[src/rtl/counter_seq_ctrl.sv]
// counter_seq_ctrl: segment sequencer driving a 4-bit up/down counter's MIN/MAX/MODE/SS
// Ports: Clk/RST (async, active-high); CFG_WE/CFG_ADDR/CFG_DATA write the segment table
// {LOOPS,MODE,MAX,MIN}; LAST_SEG/START/STOP/PAUSE control the run; CNT_IN is the counter value;
// MIN_O/MAX_O/MODE_O/SS_O drive the counter; SEG_IDX/BUSY/DONE/WRAP report status.
// CNTSEQ_CONTINUOUS_EN adds input CONT: when high, finishing LAST_SEG restarts at segment 0.
module counter_seq_ctrl #(
  parameter int DEPTH = 4,
  parameter int LOOP_W = 4,
  localparam int AW = $clog2(DEPTH),
  localparam int DW = 9 + LOOP_W
) (
  input  logic          Clk,
  input  logic          RST,
  input  logic          CFG_WE,
  input  logic [AW-1:0] CFG_ADDR,
  input  logic [DW-1:0] CFG_DATA,
  input  logic [AW-1:0] LAST_SEG,
  input  logic          START,
  input  logic          STOP,
  input  logic          PAUSE,
`ifdef CNTSEQ_CONTINUOUS_EN
  input  logic          CONT,
`endif
  input  logic [3:0]    CNT_IN,
  output logic [3:0]    MIN_O,
  output logic [3:0]    MAX_O,
  output logic          MODE_O,
  output logic          SS_O,
  output logic [AW-1:0] SEG_IDX,
  output logic          BUSY,
  output logic          DONE,
  output logic          WRAP
);
  typedef enum logic [1:0] {S_IDLE, S_LOAD, S_RUN, S_DONE} state_t;
  state_t state, nxt;
  logic [DW-1:0] tab [DEPTH];
  logic [AW-1:0] last, nxt_seg;
  logic [LOOP_W-1:0] loops, cnt, cnt_inc;
  logic cont, idle_like, at_last, adv;
`ifdef CNTSEQ_CONTINUOUS_EN
  assign cont = CONT;
`else
  assign cont = 1'b0;
`endif
  assign idle_like = state == S_IDLE || state == S_DONE;
  assign loops = tab[SEG_IDX][DW-1:9];
  assign cnt_inc = cnt + 1'b1;
  assign at_last = SEG_IDX == last;
  assign WRAP = state == S_RUN && SS_O && CNT_IN == (MODE_O ? MAX_O : MIN_O);
  assign BUSY = state == S_LOAD || state == S_RUN;
  assign DONE = state == S_DONE;
  // a zero-loop entry is skipped straight from LOAD; otherwise the segment ends on its last wrap
  assign adv = state == S_LOAD ? loops == '0 : WRAP && cnt_inc == loops;
  always_comb begin
    nxt = state;
    nxt_seg = at_last ? '0 : SEG_IDX + 1'b1;
    if (STOP) nxt = S_IDLE;
    else if (idle_like && START) begin
      nxt = S_LOAD;
      nxt_seg = '0;
    end
    else if (state == S_LOAD && !adv) nxt = S_RUN;
    else if (adv) nxt = at_last && !cont ? S_DONE : S_LOAD;
  end
  always_ff @(posedge Clk or posedge RST) begin
    if (RST) begin
      state <= S_IDLE;
      SEG_IDX <= '0;
      last <= '0;
      cnt <= '0;
      MIN_O <= '0;
      MAX_O <= '0;
      MODE_O <= 1'b0;
      SS_O <= 1'b0;
      for (int i = 0; i < DEPTH; i++) tab[i] <= {LOOP_W'(1), 1'b1, 4'hf, 4'h0};
    end else begin
      state <= nxt;
      SS_O <= nxt == S_RUN && (state == S_LOAD || !PAUSE);
      cnt <= state == S_RUN && nxt == S_RUN ? cnt + LOOP_W'(WRAP) : '0;
      if (nxt == S_LOAD) begin
        SEG_IDX <= nxt_seg;
        {MODE_O, MAX_O, MIN_O} <= tab[nxt_seg][8:0];
      end
      if (idle_like && START && !STOP) last <= LAST_SEG;
      if (idle_like && CFG_WE) tab[CFG_ADDR] <= CFG_DATA;
    end
  end
endmodule

[config.mk]
export PLATFORM = sky130hd
export DESIGN_NAME = counter_seq_ctrl
export DESIGN_NICKNAME = d
export VERILOG_FILES = /design/src/rtl/counter_seq_ctrl.sv
export SDC_FILE = /design/constraint.sdc
export NUM_CORES = 1
export LEC_CHECK = 0
export ABC_AREA = 1
export ABC_CLOCK_PERIOD_IN_PS = 2200
export CAP_MARGIN = 10
export CORE_AREA = 2 2 84 86
export CTS_BUF_LIST = sky130_fd_sc_hd__clkbuf_8
export CTS_CLUSTER_DIAMETER = 150
export DETAILED_ROUTE_END_ITERATION = 6
export DIE_AREA = 0 0 86 88
export GPL_ROUTABILITY_DRIVEN = 1
export MAX_ROUTING_LAYER = met4
export PLACE_DENSITY = 0.88
export SLEW_MARGIN = 10
export SYNTH_ARGS = -nofsm -noshare
export SYNTH_HDL_FRONTEND = slang
export SYNTH_SLANG_ARGS = --single-unit
[constraint.sdc]
create_clock -name Clk -period 2.2 [get_ports Clk]
set_input_delay 0.22 -clock Clk [delete_from_list [all_inputs] [get_ports Clk]]
set_output_delay 0.22 -clock Clk [all_outputs]
set_load 0.02 [all_outputs]
# Word level (Yosys, flattened, before mapping)
# Cells that the tools add are included.
[word_totals] latchBits=0 mem_count=0 out_inout_bits=15 inputBits=27 register_bits=72 mem_bits_ro=0 ramBits=0 word_cells=68
[op_classes] eq_ne=8 n_reduce_logical=18 shift=0 n_bitwise=3 n_lt_le_gt_ge=4 div=0 n_mux=20 add_sub_neg=3 n_mul=0
[op_table] cell="binary-select mux 13 bit (select 2 bit)" count=2
[op_table] cell="bitwise mux 52 bit" count=1
[op_table] cell="2-to-1 mux 13 bit" count=3
[op_table] cell="demux 13 bit (select 2 bit)" count=1
[op_table] cell="2-to-1 mux 9 bit" count=2
[op_table] cell="2-to-1 mux 2 bit" count=8
[op_table] cell="logical AND 1 bit" count=10
[op_table] cell="greater-or-equal comparator 3 bit, second input constant" count=3
[op_table] cell="inverter 2 -> 3 bit" count=3
[op_table] cell="equality test 4 bit" count=2
[op_table] cell="2-to-1 mux 4 bit" count=2
[op_table] cell="equality test 2 bit, second input constant" count=3
[op_table] cell="adder 4 x 1 -> 4 bit" count=1
[op_table] cell="adder 4 x 1 -> 4 bit, second input constant" count=1
[op_table] cell="equality test 2 x 1 -> 1 bit, second input constant" count=2
[op_table] cell="logical NOT 4 bit" count=1
[op_table] cell="logical NOT 1 bit" count=3
[op_table] cell="logical OR 1 bit" count=3
[op_table] cell="less-than comparator 3 x 1 -> 1 bit, second input constant" count=1
[op_table] cell="adder 2 x 1 -> 2 bit, second input constant" count=1
[op_table] cell="equality test 2 bit" count=1
[op_table] cell="logical NOT 2 bit" count=1
[op_table] cell="2-to-1 mux 1 bit" count=1

# Depth between registers and ports, before layout
[logic_depth] word_depth=15 mapped_depth=16 ltp_nobuf=15

# Least setup slack after synthesis
# No wires, ideal clock.
[synth_path] kind="flip-flop to flip-flop" start="register MODE_O" end="register SEG_IDX[1]" t_required_ps=2083 arrival_time_ps=1880 period_less_slack_ps=1997 setup_slack_ps=203 setup_ps=117 path_stages_with_launch=15 n_path_buf=1 cell_sequence="dfrtp_1 inv_2 nand2_1 nand2_1 a21oi_1 nand3_1 nor2_2 nand3_2 nand3_1 nand3_2 nand2_4 nand2_4 buf_8 nand2_1 nand2_1"
[synth_between] elab_chain_cells=11 elab_cells_between_ends=12 cone_classes="2 x eq/ne; 6 x mux; 4 x reduce/logical"
[synth_rtl] item="start: declaration" line_no="27" rtl="output logic MODE_O,"
[synth_rtl] item="start signal: assignment" line_no="82" rtl="{MODE_O, MAX_O, MIN_O} <= tab[nxt_seg][8:0];"
[synth_rtl] item="2-to-1 mux 4 bit (*)" line_no="49" rtl="assign WRAP = state == S_RUN && SS_O && CNT_IN == (MODE_O ? MAX_O : MIN_O);"
[synth_rtl] item="equality test 4 bit (*)" line_no="49"
[synth_rtl] item="logical AND 1 bit (*)" line_no="49"
[synth_rtl] item="net WRAP" line_no="32" rtl="output logic WRAP"
[synth_rtl] item="logical AND 1 bit (*)" line_no="53" rtl="assign adv = state == S_LOAD ? loops == '0 : WRAP && cnt_inc == loops;"
[synth_rtl] item="2-to-1 mux 1 bit (*)" line_no="53"
[synth_rtl] item="logical NOT 1 bit" line_no="62" rtl="else if (state == S_LOAD && !adv) nxt = S_RUN;"
[synth_rtl] item="logical AND 1 bit" line_no="62"
[synth_rtl] item="2-to-1 mux 2 bit (*)" line_no="62"
[synth_rtl] item="2-to-1 mux 2 bit (*)" line_no="58" rtl="else if (idle_like && START) begin"
[synth_rtl] item="2-to-1 mux 2 bit (*)" line_no="57" rtl="if (STOP) nxt = S_IDLE;"
[synth_rtl] item="equality test 2 x 1 -> 1 bit (*)" line_no="80" rtl="if (nxt == S_LOAD) begin"
[synth_rtl] item="end signal: assignment" line_no="81" rtl="SEG_IDX <= nxt_seg;"
[synth_rtl] item="end: declaration" line_no="29" rtl="output logic [AW-1:0] SEG_IDX,"
# Mark *: on every way through the listed nets, which the timed path passes. The rest lies on a longest branch.
# A chain may end at the register's enable or synchronous reset.

# Final worst setup path
[layout_path] start="register SEG_IDX[0]" end="register MIN_O[3]"
[layout_between] elab_chain_cells=13 elab_cells_between_ends=25 cone_classes="1 x add/sub; 3 x eq/ne; 15 x mux; 2 x bitwise; 4 x reduce/logical"
[layout_rtl] item="inverter 2 -> 3 bit (implied by the code)" line_no="46" rtl="assign loops = tab[SEG_IDX][DW-1:9];"
[layout_rtl] item="binary-select mux 13 bit (select 2 bit)" line_no="46"
[layout_rtl] item="2-to-1 mux 13 bit (implied by the code) (2 in series)" line_no="46"
[layout_rtl] item="equality test 4 bit" line_no="53"
[layout_rtl] item="logical AND 1 bit" line_no="53"
[layout_rtl] item="2-to-1 mux 1 bit" line_no="53"
[layout_rtl] item="logical NOT 1 bit" line_no="62"
[layout_rtl] item="logical AND 1 bit" line_no="62"
[layout_rtl] item="2-to-1 mux 2 bit" line_no="62"
[layout_rtl] item="2-to-1 mux 2 bit" line_no="58"
[layout_rtl] item="2-to-1 mux 2 bit" line_no="57"
[layout_rtl] item="equality test 2 x 1 -> 1 bit" line_no="80"
[layout_rtl] item="end signal: assignment" line_no="82"
[layout_rtl] item="end: declaration" line_no="25" rtl="output logic [3:0] MIN_O,"
# Several ways; a longest one is shown, not always the timed one. The select of a mux whose other input is x is not followed.

==> impl_metrics.tcl <==
set metrics [dict create \
    status "finished, final reports clean" \
    vias 3241 \
    ys_warn_count 0 \
    ir_drop_mv 0.593 \
    dp_hpwl_microns 5780 \
    pin_count 42 \
    fp.dieW_microns 86 \
    crit_type "flop to flop" \
    grt_pass1_wl_microns 13900 \
    async_flop_share_pct 100 \
    drt_first_iter_violations 202 \
    fin_nets 566 \
    synthTopCellsByArea "dfrtp_1, dfstp_2, nand2_1" \
    clkSlewWorstSetupHoldPaths_ps 80 \
    max_stage_delay_ps 460 \
    ys_seq_area_share_pct 49.1 \
    grt_overflow 0 \
    wirelength_microns 8390 \
    finalHoldViolCount 0 \
    maxSlewViolCount 0 \
    synthCells 481 \
    vias_per_cell 5.24 \
    yosysTopAreaCellShare_pct 32.2 \
    wire_per_inst_microns 13.6 \
    place.gp.congestion 0.874 \
    fmax_ghz 0.489 \
    clk_latency_ps 350 \
    crit_path_end_kind "flop" \
    relSlewSlack_pct 50.5 \
    worst_slack_ps 155 \
    worstMarginPinSlew_ps 743 \
    max_cap_viol_count 0 \
    portBuffers 41 \
    p_leak_nw 2.28 \
    cp_cell_sequence "inv_2, nand2_1, nand3_1, nand2_1, nand2_1, nand2_1, nor2_1, nand3_2, nand3_1, nand3_4, nand2_8, nand2_8, nand2_1, nand2_1" \
    cts.hold.buffers_added 0 \
    placementRows 30 \
    numClockSinks 72 \
    path_common_cell "nand2_1" \
    yosysUniqueCellTypes 29 \
    placed_cell_area_sq_mm 0.00428 \
    startpoint_type "flop" \
    grt_pass1_vias 3034 \
    finalClockSkew_ps 8.18 \
    cp.required_ps 2450 \
    dieHeight_microns 88 \
    area.growth.synth_to_final_pct 23.3 \
    setup_viol 0 \
    cellPowerDensity_mw_per_mm2 1560 \
    period_share_pct 92.9 \
    synth_top_area_cell "dfrtp_1" \
    firstDrtPassIters 5 \
    finalSetupTns_ps 0 \
    cp_slowest_cell "dfrtp_2" \
    worstHoldPathType "input pin to async pin" \
    regToRegEndpoint "MIN_O[3]" \
    htree_num_levels 3 \
    fin_util_pct 69.2 \
    grt_max_degree 38 \
    grtUsageTotal_pct 24.5 \
    crit_arrival_ps 2290 \
    clock-root-buffer "clkbuf_8" \
    cts_tree "done" \
    numCtsBuffers 9 \
    r2r-start "SEG_IDX[0]" \
    initial_utilization_pct 56.1 \
    period_needed_ps 2040 \
    crit_fanout 11 \
    dieArea_sq_mm 0.00757 \
    cts_buffer_depth 2 \
    hold_slack_ps 202 \
    antenna-diode-count 0 \
    synth_seq_cells 72 \
    antenna_found_initial 0 \
    seqCellArea_sq_mm 0.00183 \
    synth_edf_count 0 \
    cts_setup_buffers 0 \
    ant_nets 0 \
    drc 0 \
    dp_slack_ps 127 \
    design.core.area_sq_mm 0.00664 \
    reg2regPathDepth 14 \
    avgSynthCellArea_sq_um 7.75 \
    fillers 508 \
    r2r_slack_ps 160 \
    ys_top_cells_by_count "nand2_1, inv_1, o21ai_0" \
    synth_area_sq_mm 0.00373 \
    synth_nets 514 \
    synth.most_common_cell "nand2_1" \
    synthFlopType "dfrtp_1" \
    final_area_sq_mm 0.00460 \
    multiInputGateArea_sq_mm 0.00158 \
    drive_above_1_share_pct 15.1 \
]
[state kept, by name, summed over array words and instances (netlist names)]
register and flops:
tab 52, SEG_IDX 2, state 2, MAX_O 4, MODE_O 1, SS_O 1, last 2, MIN_O 4
cnt 4
[kinds of logic after synthesis]
kind of cell               synth area share, %
xor gates and xnor gates                 0.705
AOI/OAI and AO/OA                         11.1
adders and majority gates                 2.01
DFF                                       49.1
and+or+nand+nor                           27.0
buffers and inverters                     9.97
[worst max-delay path: cells and delay by family (launching register included)]
kind | cells | cell delay [ps]
simple gates | 13 | 1320
buf+inv | 1 | 160
flops | 1 | 460
[report_power, final]
part           internal, W  switching [W]
registers          0.00210       0.000385
logic              0.00132        0.00207
clock network     0.000815       0.000500
[layout make-up]
type                    instances  area share, %
clock inverters                 5           2.23
clock buffers                  11           3.29
inverters                      72           5.96
well taps                      80           2.18
flip-flops and latches         72           39.9
multi-input cells             322           34.4
repair buffers                 56           12.0
[what timing repair did]
action                     CTS  global route
setup endpoints to repair    1            12
gates cloned                 0             1
resized for setup            1            11
[how the worst max path moves through the flow]
stage / from / endpoint / slack [ps] / cells after the start
after floorplan: RST / MAX_O[0] / 190 / 1
after global placement: CNT_IN[1] / WRAP / 210 / 6
after detailed placement: CNT_IN[3] / MIN_O[3] / 130 / 12
after CTS: state[0] / WRAP / 120 / 7
after global routing: state[0] / MAX_O[2] / -3 / 13
final: SEG_IDX[0] / MIN_O[3] / 160 / 14
[layout by cell type, fill, tap and decap left out]
master and instances:
dfstp_2 24, ha_1 5, clkdlybuf4s50_1 40, nand2_4 2, o21ai_0 62, buf_6 1
bufinv_16 3, nand3b_1 3, nand3_1 31, buf_12 2, dfrtp_1 46, a21o_1 1
nand3_2 1, clkinvlp_4 1, inv_2 4, buf_4 12, ha_4 1, inv_6 1
nor4_2 1, nand2_1 163, nand4_1 2, o211ai_1 9, nand3_4 1, nor2_4 1
clkbuf_8 11, xor2_1 2, nor3b_2 1, nor2_1 17, o21ai_1 1, clkdlybuf4s15_1 1
nand2_2 10, inv_1 68, a21oi_1 5, nand2_8 2, dfrtp_2 2, xnor2_1 1
[per-layer routing]
metal / vias up / wire length, microns / GRT usage (%)
li1: 1612 / - / -
met3: 15 / 476 / 5.18
met2: 112 / 4080 / 37.4
met5: - / 0 / -
met1: 1502 / 3670 / 31.7
met4: 0 / 165 / 10.7
[per-stage QoR]
step                power (W)  cells
floorplan             0.00470    481
global placement      0.00546    601
detailed placement    0.00563    601
CTS                   0.00699    617
global route          0.00777    618
finish                0.00719    618
Power figures use the tool's default switching activity.
